--- src/rtl/i2s_adc_receiver_if.sv ---
// I2S receiver bus: serial inputs from the external ADC and the parallel
// sample outputs toward the synthesis/effects pipeline.
// Optional macro I2S_RX_FRAME_CHECK_EN adds the sticky frame_error flag.
interface i2s_adc_receiver_if #(
    parameter int BIT_WIDTH = 16
);
    logic                 i2s_bit_clock;
    logic                 i2s_left_right_clock;
    logic                 i2s_data;
    logic [BIT_WIDTH-1:0] left_sample;
    logic [BIT_WIDTH-1:0] right_sample;
    logic                 sample_valid;
`ifdef I2S_RX_FRAME_CHECK_EN
    logic                 frame_error;

    modport master (
        output i2s_bit_clock, i2s_left_right_clock, i2s_data,
        input  left_sample, right_sample, sample_valid, frame_error
    );
    modport slave (
        input  i2s_bit_clock, i2s_left_right_clock, i2s_data,
        output left_sample, right_sample, sample_valid, frame_error
    );
`else
    modport master (
        output i2s_bit_clock, i2s_left_right_clock, i2s_data,
        input  left_sample, right_sample, sample_valid
    );
    modport slave (
        input  i2s_bit_clock, i2s_left_right_clock, i2s_data,
        output left_sample, right_sample, sample_valid
    );
`endif
endinterface

--- src/rtl/i2s_adc_receiver.sv ---
// Slave-mode Philips I2S receiver. BCLK/WS/SD are oversampled in the
// clock_16_934_400 domain; nothing is clocked by the external bit clock.
// A left+right pair is presented with a one-cycle sample_valid strobe.
// Optional macro I2S_RX_FRAME_CHECK_EN: adds a sticky frame_error output
// flagging any checked slot whose length differs from BIT_WIDTH.
module i2s_adc_receiver #(
    // Matches the system audio word width (16 in the current build).
    parameter int BIT_WIDTH   = 16,
    parameter int SYNC_STAGES = 2
) (
    input  logic           clock_16_934_400,
    input  logic           reset_l,
    i2s_adc_receiver_if.slave bus
);
    localparam int CNT_W = $clog2(BIT_WIDTH + 2);
    typedef logic [CNT_W-1:0] cnt_t;
    localparam cnt_t CNT_FULL = cnt_t'(BIT_WIDTH);
    localparam cnt_t CNT_SAT  = cnt_t'(BIT_WIDTH + 1);

    logic [1:0]             rst_pipe;
    logic                   rst_n;
    logic [SYNC_STAGES-1:0] bclk_sync, ws_sync, data_sync;
    logic                   bclk_prev;
    logic                   bclk_s, ws_s, data_s, rise, boundary;

    logic [BIT_WIDTH-1:0]   shift_reg, shift_next, aligned;
    cnt_t                   bit_cnt, cnt_inc;
    logic                   slot_bad;
    logic                   ws_prev, armed, slot_armed, left_ok;
    logic [BIT_WIDTH-1:0]   left_pend, right_pend;
    logic                   fire;

    // Reset asserts asynchronously and releases on a clock edge.
    always_ff @(posedge clock_16_934_400 or negedge reset_l) begin
        if (!reset_l) rst_pipe <= '0;
        else          rst_pipe <= {rst_pipe[0], 1'b1};
    end
    assign rst_n = rst_pipe[1];

    // Synchronise the three external I2S lines and keep last BCLK level.
    always_ff @(posedge clock_16_934_400 or negedge rst_n) begin
        if (!rst_n) begin
            bclk_sync <= '0;
            ws_sync   <= '0;
            data_sync <= '0;
            bclk_prev <= 1'b0;
        end else begin
            bclk_sync <= {bclk_sync[SYNC_STAGES-2:0], bus.i2s_bit_clock};
            ws_sync   <= {ws_sync[SYNC_STAGES-2:0], bus.i2s_left_right_clock};
            data_sync <= {data_sync[SYNC_STAGES-2:0], bus.i2s_data};
            bclk_prev <= bclk_sync[SYNC_STAGES-1];
        end
    end

    assign bclk_s   = bclk_sync[SYNC_STAGES-1];
    assign ws_s     = ws_sync[SYNC_STAGES-1];
    assign data_s   = data_sync[SYNC_STAGES-1];
    assign rise     = bclk_s & ~bclk_prev;
    assign boundary = rise & (ws_s != ws_prev);

    // Next shift/count values and the MSB-aligned word of a closing slot.
    always_comb begin
        cnt_inc    = (bit_cnt == CNT_SAT) ? CNT_SAT : bit_cnt + cnt_t'(1);
        shift_next = (bit_cnt < CNT_FULL) ? {shift_reg[BIT_WIDTH-2:0], data_s}
                                          : shift_reg;
        // cnt_inc counts the LSB being taken on this edge; short slots are
        // left-justified so the received MSB lands in the word MSB.
        aligned    = shift_next;
        if (cnt_inc < CNT_FULL)
            aligned = shift_next << (CNT_FULL - cnt_inc);
        slot_bad   = (cnt_inc != CNT_FULL);
    end

    // Per-slot deserialiser: shift on BCLK rise, restart at WS boundary.
    always_ff @(posedge clock_16_934_400 or negedge rst_n) begin
        if (!rst_n) begin
            shift_reg  <= '0;
            bit_cnt    <= '0;
            ws_prev    <= 1'b0;
            armed      <= 1'b0;
            slot_armed <= 1'b0;
        end else if (rise) begin
            if (boundary) begin
                shift_reg  <= '0;
                bit_cnt    <= '0;
                ws_prev    <= ws_s;
                armed      <= 1'b1;
                // The slot starting now is trusted only if framing was
                // already established before this boundary.
                slot_armed <= armed;
            end else begin
                shift_reg  <= shift_next;
                bit_cnt    <= cnt_inc;
            end
        end
    end

    // Frame assembly: hold the left word, fire when its right partner closes.
    always_ff @(posedge clock_16_934_400 or negedge rst_n) begin
        if (!rst_n) begin
            left_pend  <= '0;
            right_pend <= '0;
            left_ok    <= 1'b0;
            fire       <= 1'b0;
        end else begin
            fire <= 1'b0;
            if (boundary) begin
                if (!ws_prev) begin
                    left_pend <= aligned;
                    left_ok   <= slot_armed;
                end else begin
                    if (left_ok) right_pend <= aligned;
                    fire    <= left_ok;
                    left_ok <= 1'b0;
                end
            end
        end
    end

    // Output register: both channels update together with the strobe.
    always_ff @(posedge clock_16_934_400 or negedge rst_n) begin
        if (!rst_n) begin
            bus.left_sample  <= '0;
            bus.right_sample <= '0;
            bus.sample_valid <= 1'b0;
        end else begin
            bus.sample_valid <= fire;
            if (fire) begin
                bus.left_sample  <= left_pend;
                bus.right_sample <= right_pend;
            end
        end
    end

`ifdef I2S_RX_FRAME_CHECK_EN
    // Sticky malformed-slot flag for trusted slots; cleared only by reset.
    always_ff @(posedge clock_16_934_400 or negedge rst_n) begin
        if (!rst_n)
            bus.frame_error <= 1'b0;
        else if (boundary && slot_armed && slot_bad)
            bus.frame_error <= 1'b1;
    end
`endif

endmodule

--- src/flat_wrapper.sv ---
// flat-port wrapper written by rule: the top's interface ports become plain ports
module i2s_adc_receiver_flat 
#(
                                                                     
    parameter int BIT_WIDTH   = 16,
    parameter int SYNC_STAGES = 2
)
  (clock_16_934_400, reset_l, bus_i2s_bit_clock, bus_i2s_left_right_clock, bus_i2s_data, bus_left_sample, bus_right_sample, bus_sample_valid);
  i2s_adc_receiver_if #(.BIT_WIDTH(BIT_WIDTH)) bus_i ();
  input  logic clock_16_934_400;
  input  logic reset_l;
  input wire logic [$bits(bus_i.i2s_bit_clock)-1:0] bus_i2s_bit_clock;
  input wire logic [$bits(bus_i.i2s_left_right_clock)-1:0] bus_i2s_left_right_clock;
  input wire logic [$bits(bus_i.i2s_data)-1:0] bus_i2s_data;
  output wire logic [$bits(bus_i.left_sample)-1:0] bus_left_sample;
  output wire logic [$bits(bus_i.right_sample)-1:0] bus_right_sample;
  output wire logic [$bits(bus_i.sample_valid)-1:0] bus_sample_valid;
  assign bus_i.i2s_bit_clock = bus_i2s_bit_clock;
  assign bus_i.i2s_left_right_clock = bus_i2s_left_right_clock;
  assign bus_i.i2s_data = bus_i2s_data;
  assign bus_left_sample = bus_i.left_sample;
  assign bus_right_sample = bus_i.right_sample;
  assign bus_sample_valid = bus_i.sample_valid;
  i2s_adc_receiver #(.BIT_WIDTH(BIT_WIDTH), .SYNC_STAGES(SYNC_STAGES)) u_core (.clock_16_934_400(clock_16_934_400), .reset_l(reset_l), .bus(bus_i));
endmodule
--- config.mk ---
export PLATFORM = sky130hd
export DESIGN_NAME = i2s_adc_receiver_flat
export DESIGN_NICKNAME = d
export VERILOG_FILES = /design/src/rtl/i2s_adc_receiver_if.sv /design/src/rtl/i2s_adc_receiver.sv /design/src/flat_wrapper.sv
export SDC_FILE = /design/constraint.sdc
export NUM_CORES = 1
export LEC_CHECK = 0
export ABC_CLOCK_PERIOD_IN_PS = 3310
export CORE_MARGIN = 5
export CORE_UTILIZATION = 50
export DETAILED_ROUTE_END_ITERATION = 10
export PLACE_DENSITY_LB_ADDON = 0.25
export SLEW_MARGIN = 25
export SYNTH_ARGS = -nofsm -noshare
export SYNTH_HDL_FRONTEND = slang
export SYNTH_SLANG_ARGS = --single-unit
--- constraint.sdc ---
create_clock -name clock_16_934_400 -period 3.31 [get_ports clock_16_934_400]
set_input_delay 0.662 -clock clock_16_934_400 [delete_from_list [all_inputs] [get_ports clock_16_934_400]]
set_output_delay 0.662 -clock clock_16_934_400 [all_outputs]
set_load 0.01 [all_outputs]
==> results of run 1 <==
[synth_stat cells, types with 4 or more instances]
master	count	area [µm²]
o32a_1	4	40.04
nand3_1	13	65.06
and3_1	4	25.02
nand2b_1	4	25.02
o21ai_0	19	95.09
dfrtp_1	100	2502
mux2i_1	26	260.3
clkbuf_1	19	71.32
o22ai_1	13	81.33
o31ai_1	15	112.6
a211o_1	4	35.03
nand2_1	45	168.9
inv_1	8	30.03
buf_1	4	15.01
nor2_1	31	116.4
nor3_1	7	35.03
a21oi_1	17	85.08
a31oi_1	16	100.1
mux2_2	35	394.1
a211oi_1	6	45.04
buf_6	4	45.04
xnor2_1	4	35.03
a22o_1	4	35.03
[through the flow]
stage               area (µm²)  std cells  total power (µW)  hold slack, ps  setup slack [ps]
floorplan                 5001        467              2490           331.2             318.2
global placement          5573        630              3008           259.2             407.5
detailed placement        5574        630              3043           262.8             383.3
CTS                       5768        646              3793           271.7             350.8
global route              5768        646              4001           293.3             50.43
finish                    5768        646              3769           258.3             306.4
[where the power goes]
| group | internal, µW | leakage, µW | total [µW] | switching [µW] |
|---|---|---|---|---|
| combinational | 656 | 0.000992 | 1340 | 684 |
| sequential | 1500 | 0.00128 | 1670 | 169 |
| clock | 296 | 0.000101 | 755 | 460 |
| total | 2460 | 0.00237 | 3770 | 1310 |
[worst max-delay path: cells and delay by family (launching register included)]
family / cells / cell delay, ps
AOI/OAI and AO/OA: 2 / 490
xor gates and xnor gates: 1 / 220
adders and majority gates: 1 / 280
and+or+nand+nor: 4 / 1320
DFF: 1 / 620
[layout make-up]
class | count | area, µm²
timing repair buffer | 61 | 550.5
multi-input combinational | 328 | 2320
inverter | 8 | 30.03
tap | 133 | 166.4
clock inverter | 7 | 70.07
fill | 864 | 4006
clock buffer | 9 | 123.9
sequential | 100 | 2507
[placed cells by master, fill, tap and decap left out, types with 3 or more instances in the layout]
master / count
or2_2: 3
a211o_1: 4
a211oi_1: 6
mux2_2: 35
a31oi_1: 16
nand2b_1: 4
a2bb2oi_1: 3
buf_4: 24
xor2_1: 3
o32a_1: 4
dfrtp_1: 98
a41oi_1: 3
nor2_1: 31
and3_1: 4
o22ai_1: 13
a21oi_1: 17
mux4_2: 3
clkbuf_8: 9
mux2i_1: 26
a22o_1: 4
o31ai_1: 15
nor3_1: 7
clkdlybuf4s50_1: 37
nand2_1: 45
nand3_1: 13
o21ai_0: 19
inv_1: 8
ha_1: 3
o2111ai_1: 3
xnor2_1: 4
[path summary, 6_finish.rpt]
path,startpoint,cells past startpoint,slack [ps],end
min reg2reg,u_core.rst_pipe[1],0,260,u_core.right_pend[2]
min in group clock_16_934_400,u_core.data_sync[0],0,360,u_core.data_sync[1]
max in group asynchronous,u_core.rst_pipe[1],1,2270,u_core.fire
max,u_core.bit_cnt[2],8,310,u_core.right_pend[12]
min,u_core.rst_pipe[1],0,260,u_core.right_pend[2]
max reg2reg,u_core.bit_cnt[2],8,310,u_core.right_pend[12]
[logic make-up (layout without fill, tap and decap cells)]
kind of cell	Yosys count	count (layout)
compound gates	121	121
xor+xnor	8	8
mux	64	64
simple gates	131	131
other cells	1	1
flops	100	100
buf+inv	39	85
fa+ha+maj	3	3
[per-layer routing]
layer	vias up	share of wire, %	global-route usage, %
met5	-	0	0
met4	0	2.0	8.014
met3	22	5.0	3.378
met2	115	47	30.89
met1	1860	46	27.82
li1	1813	-	-
==> summary.txt, run 1 <==
STA
  – Actual slew at the worst max-slew pin: between 700 and 800 ps
  – Final setup violation count: 0
  – Hold violation total from the final report: 0
  – Max-slew violation count: 0
  – Maximum clock skew at final layout: 12.22 ps
  – Final min period: 3004 ps
  – Maximum clock frequency: between 0.3 and 0.4 GHz
  – Max_slew headroom: 46.56%
  – RSZ-0062 raised after global routing: false
  – Final worst path period share: 90.74%
  – Sum of negative setup slack: 0 ps

Synth
  – Largest family of logic cells by synthesized area: compound AO/OA/AOI/OAI gates
  – Mux share of post-synthesis cell area: 14.44%
  – Number of distinct library cells after synthesis: 63
  – Xor and xnor area share after synthesis: approximately 1.6%
  – Number of instances in the synthesized netlist: 467
  – Part of the Yosys area used for sequential elements: 50.04%
  – Number of flops mapped to enable cells by yosys: 0
  – Post-synth net total: 475
  – Average instance area after synthesis: 10.71 µm²
  – Area fraction in and, or, nand and nor cells after synthesis: between 10% and 20%
  – Number of warnings printed during yosys synthesis: 0
  – Synth async-reset ratio: 100.0%
  – Primary flip-flop cell chosen by synthesis mapping: dfrtp_1
  – Area fraction in compound gates after synthesis: 16.56%
  – Netlist Area Pre-Place: 5001 µm²
  – Adder-cell share of the synthesized area: less than 1%
  – Count of state elements after synthesis: 100

Power
  – Power density relative to cell area: roughly 650 nW/µm²
  – Static Leakage: 0.002370 µW
  – Maximum vdd ir drop: around 0.29 mV

Global route
  – Total gr overflow: 0
  – Wire length of the first global-routing pass: 18660 µm
  – Antenna violations before repair: 0
  – Aggregate global-route resource usage: 19.89%
  – Vias in the first global route: 3675
  – Largest net degree at the start of global routing: 36

Critical path
  – Critical Path End Type: flop
  – Critical-path top delay cell: dfrtp_1
  – Worst Path Class, Setup: flop to flop
  – Delay of the slowest cell on the worst path: 620 ps
  – Critical path data required time: 3600 ps
  – Data arrival time of the critical path: 3290 ps
  – Highest net fanout along the worst path: 13
  – Critical path startpoint category: flop
  – Cell Chain, Critical Path: nand3_2 -> xnor2_1 -> nor3b_1 -> ha_1 -> or2_0 -> a21o_1 -> or4_4 -> a41oi_1

Clocking
  – Clk slew on worst S/H paths: 110 ps
  – Post_cts resized: 0
  – Buffer cell driving the clock tree root: clkbuf_8
  – Hold buffers post-CTS: 0
  – Clock tree buffer depth: 2
  – Number of buffers created by CTS: 9
  – Clock tree from TritonCTS: built
  – Max H-tree Level: 3
  – Clock latency reported for the late side of the worst-skew pair: about 370 ps
  – Post-CTS setup buffer count: 0
  – Number of sinks handled by clock tree synthesis: 100

Floorplan
  – Floorplan row count: 36
  – Core region area: between 9000 and 10000 µm²
  – Initial standard-cell utilization of the core: about half
  – Total die area: 12100 µm²
  – Die boundary width: 110.0 µm
  – Die Y: 110.0 µm
  – Top-Level Pins: 38

Routing
  – TritonRoute pass-1 iters: 4
  – Routed wire length: between 10000 and 15000 µm
  – DRT iter0 DRCs: 273
  – Remaining antenna violation count: 0
  – Vias: 3810
  – Remaining routing DRC violations: 0
  – Routed via count divided by cell count: 5.898
  – Post-DR wirelength/cell: about 18 µm

Placement
  – RD Place Congestion: 0.9368
  – Half-perimeter wire length after placement: 8546 µm
  – Buffers added on ports: 37

Min path
  – Class of the worst hold path: flop to asynchronous set/reset pin

Layout
  – Share of post-route cells with drive strength above 1: between 10% and 20%
  – Antenna Diode Count: 0
  – P&R area growth vs syn: 15.34%
  – Final core occ: 59.01%
  – Nets@finish: between 500 and 600

Outcome
  – Status: complete, no violations

Job
  – Number of maximum-capacitance violations: 0
(Power assumes the default switching activity.)
==> inputs of run 2 (changes only) <==
Settings changed: CTS_CLUSTER_DIAMETER set to 30.
==> results of run 2 <==
No change in the layout: final DEF, timing and power equal those of run 1.
==> inputs of run 3 (changes only) <==
Settings changed: TNS_END_PERCENT set to 5.
==> results of run 3 <==
No change in the layout: final DEF, timing and power equal those of run 1.
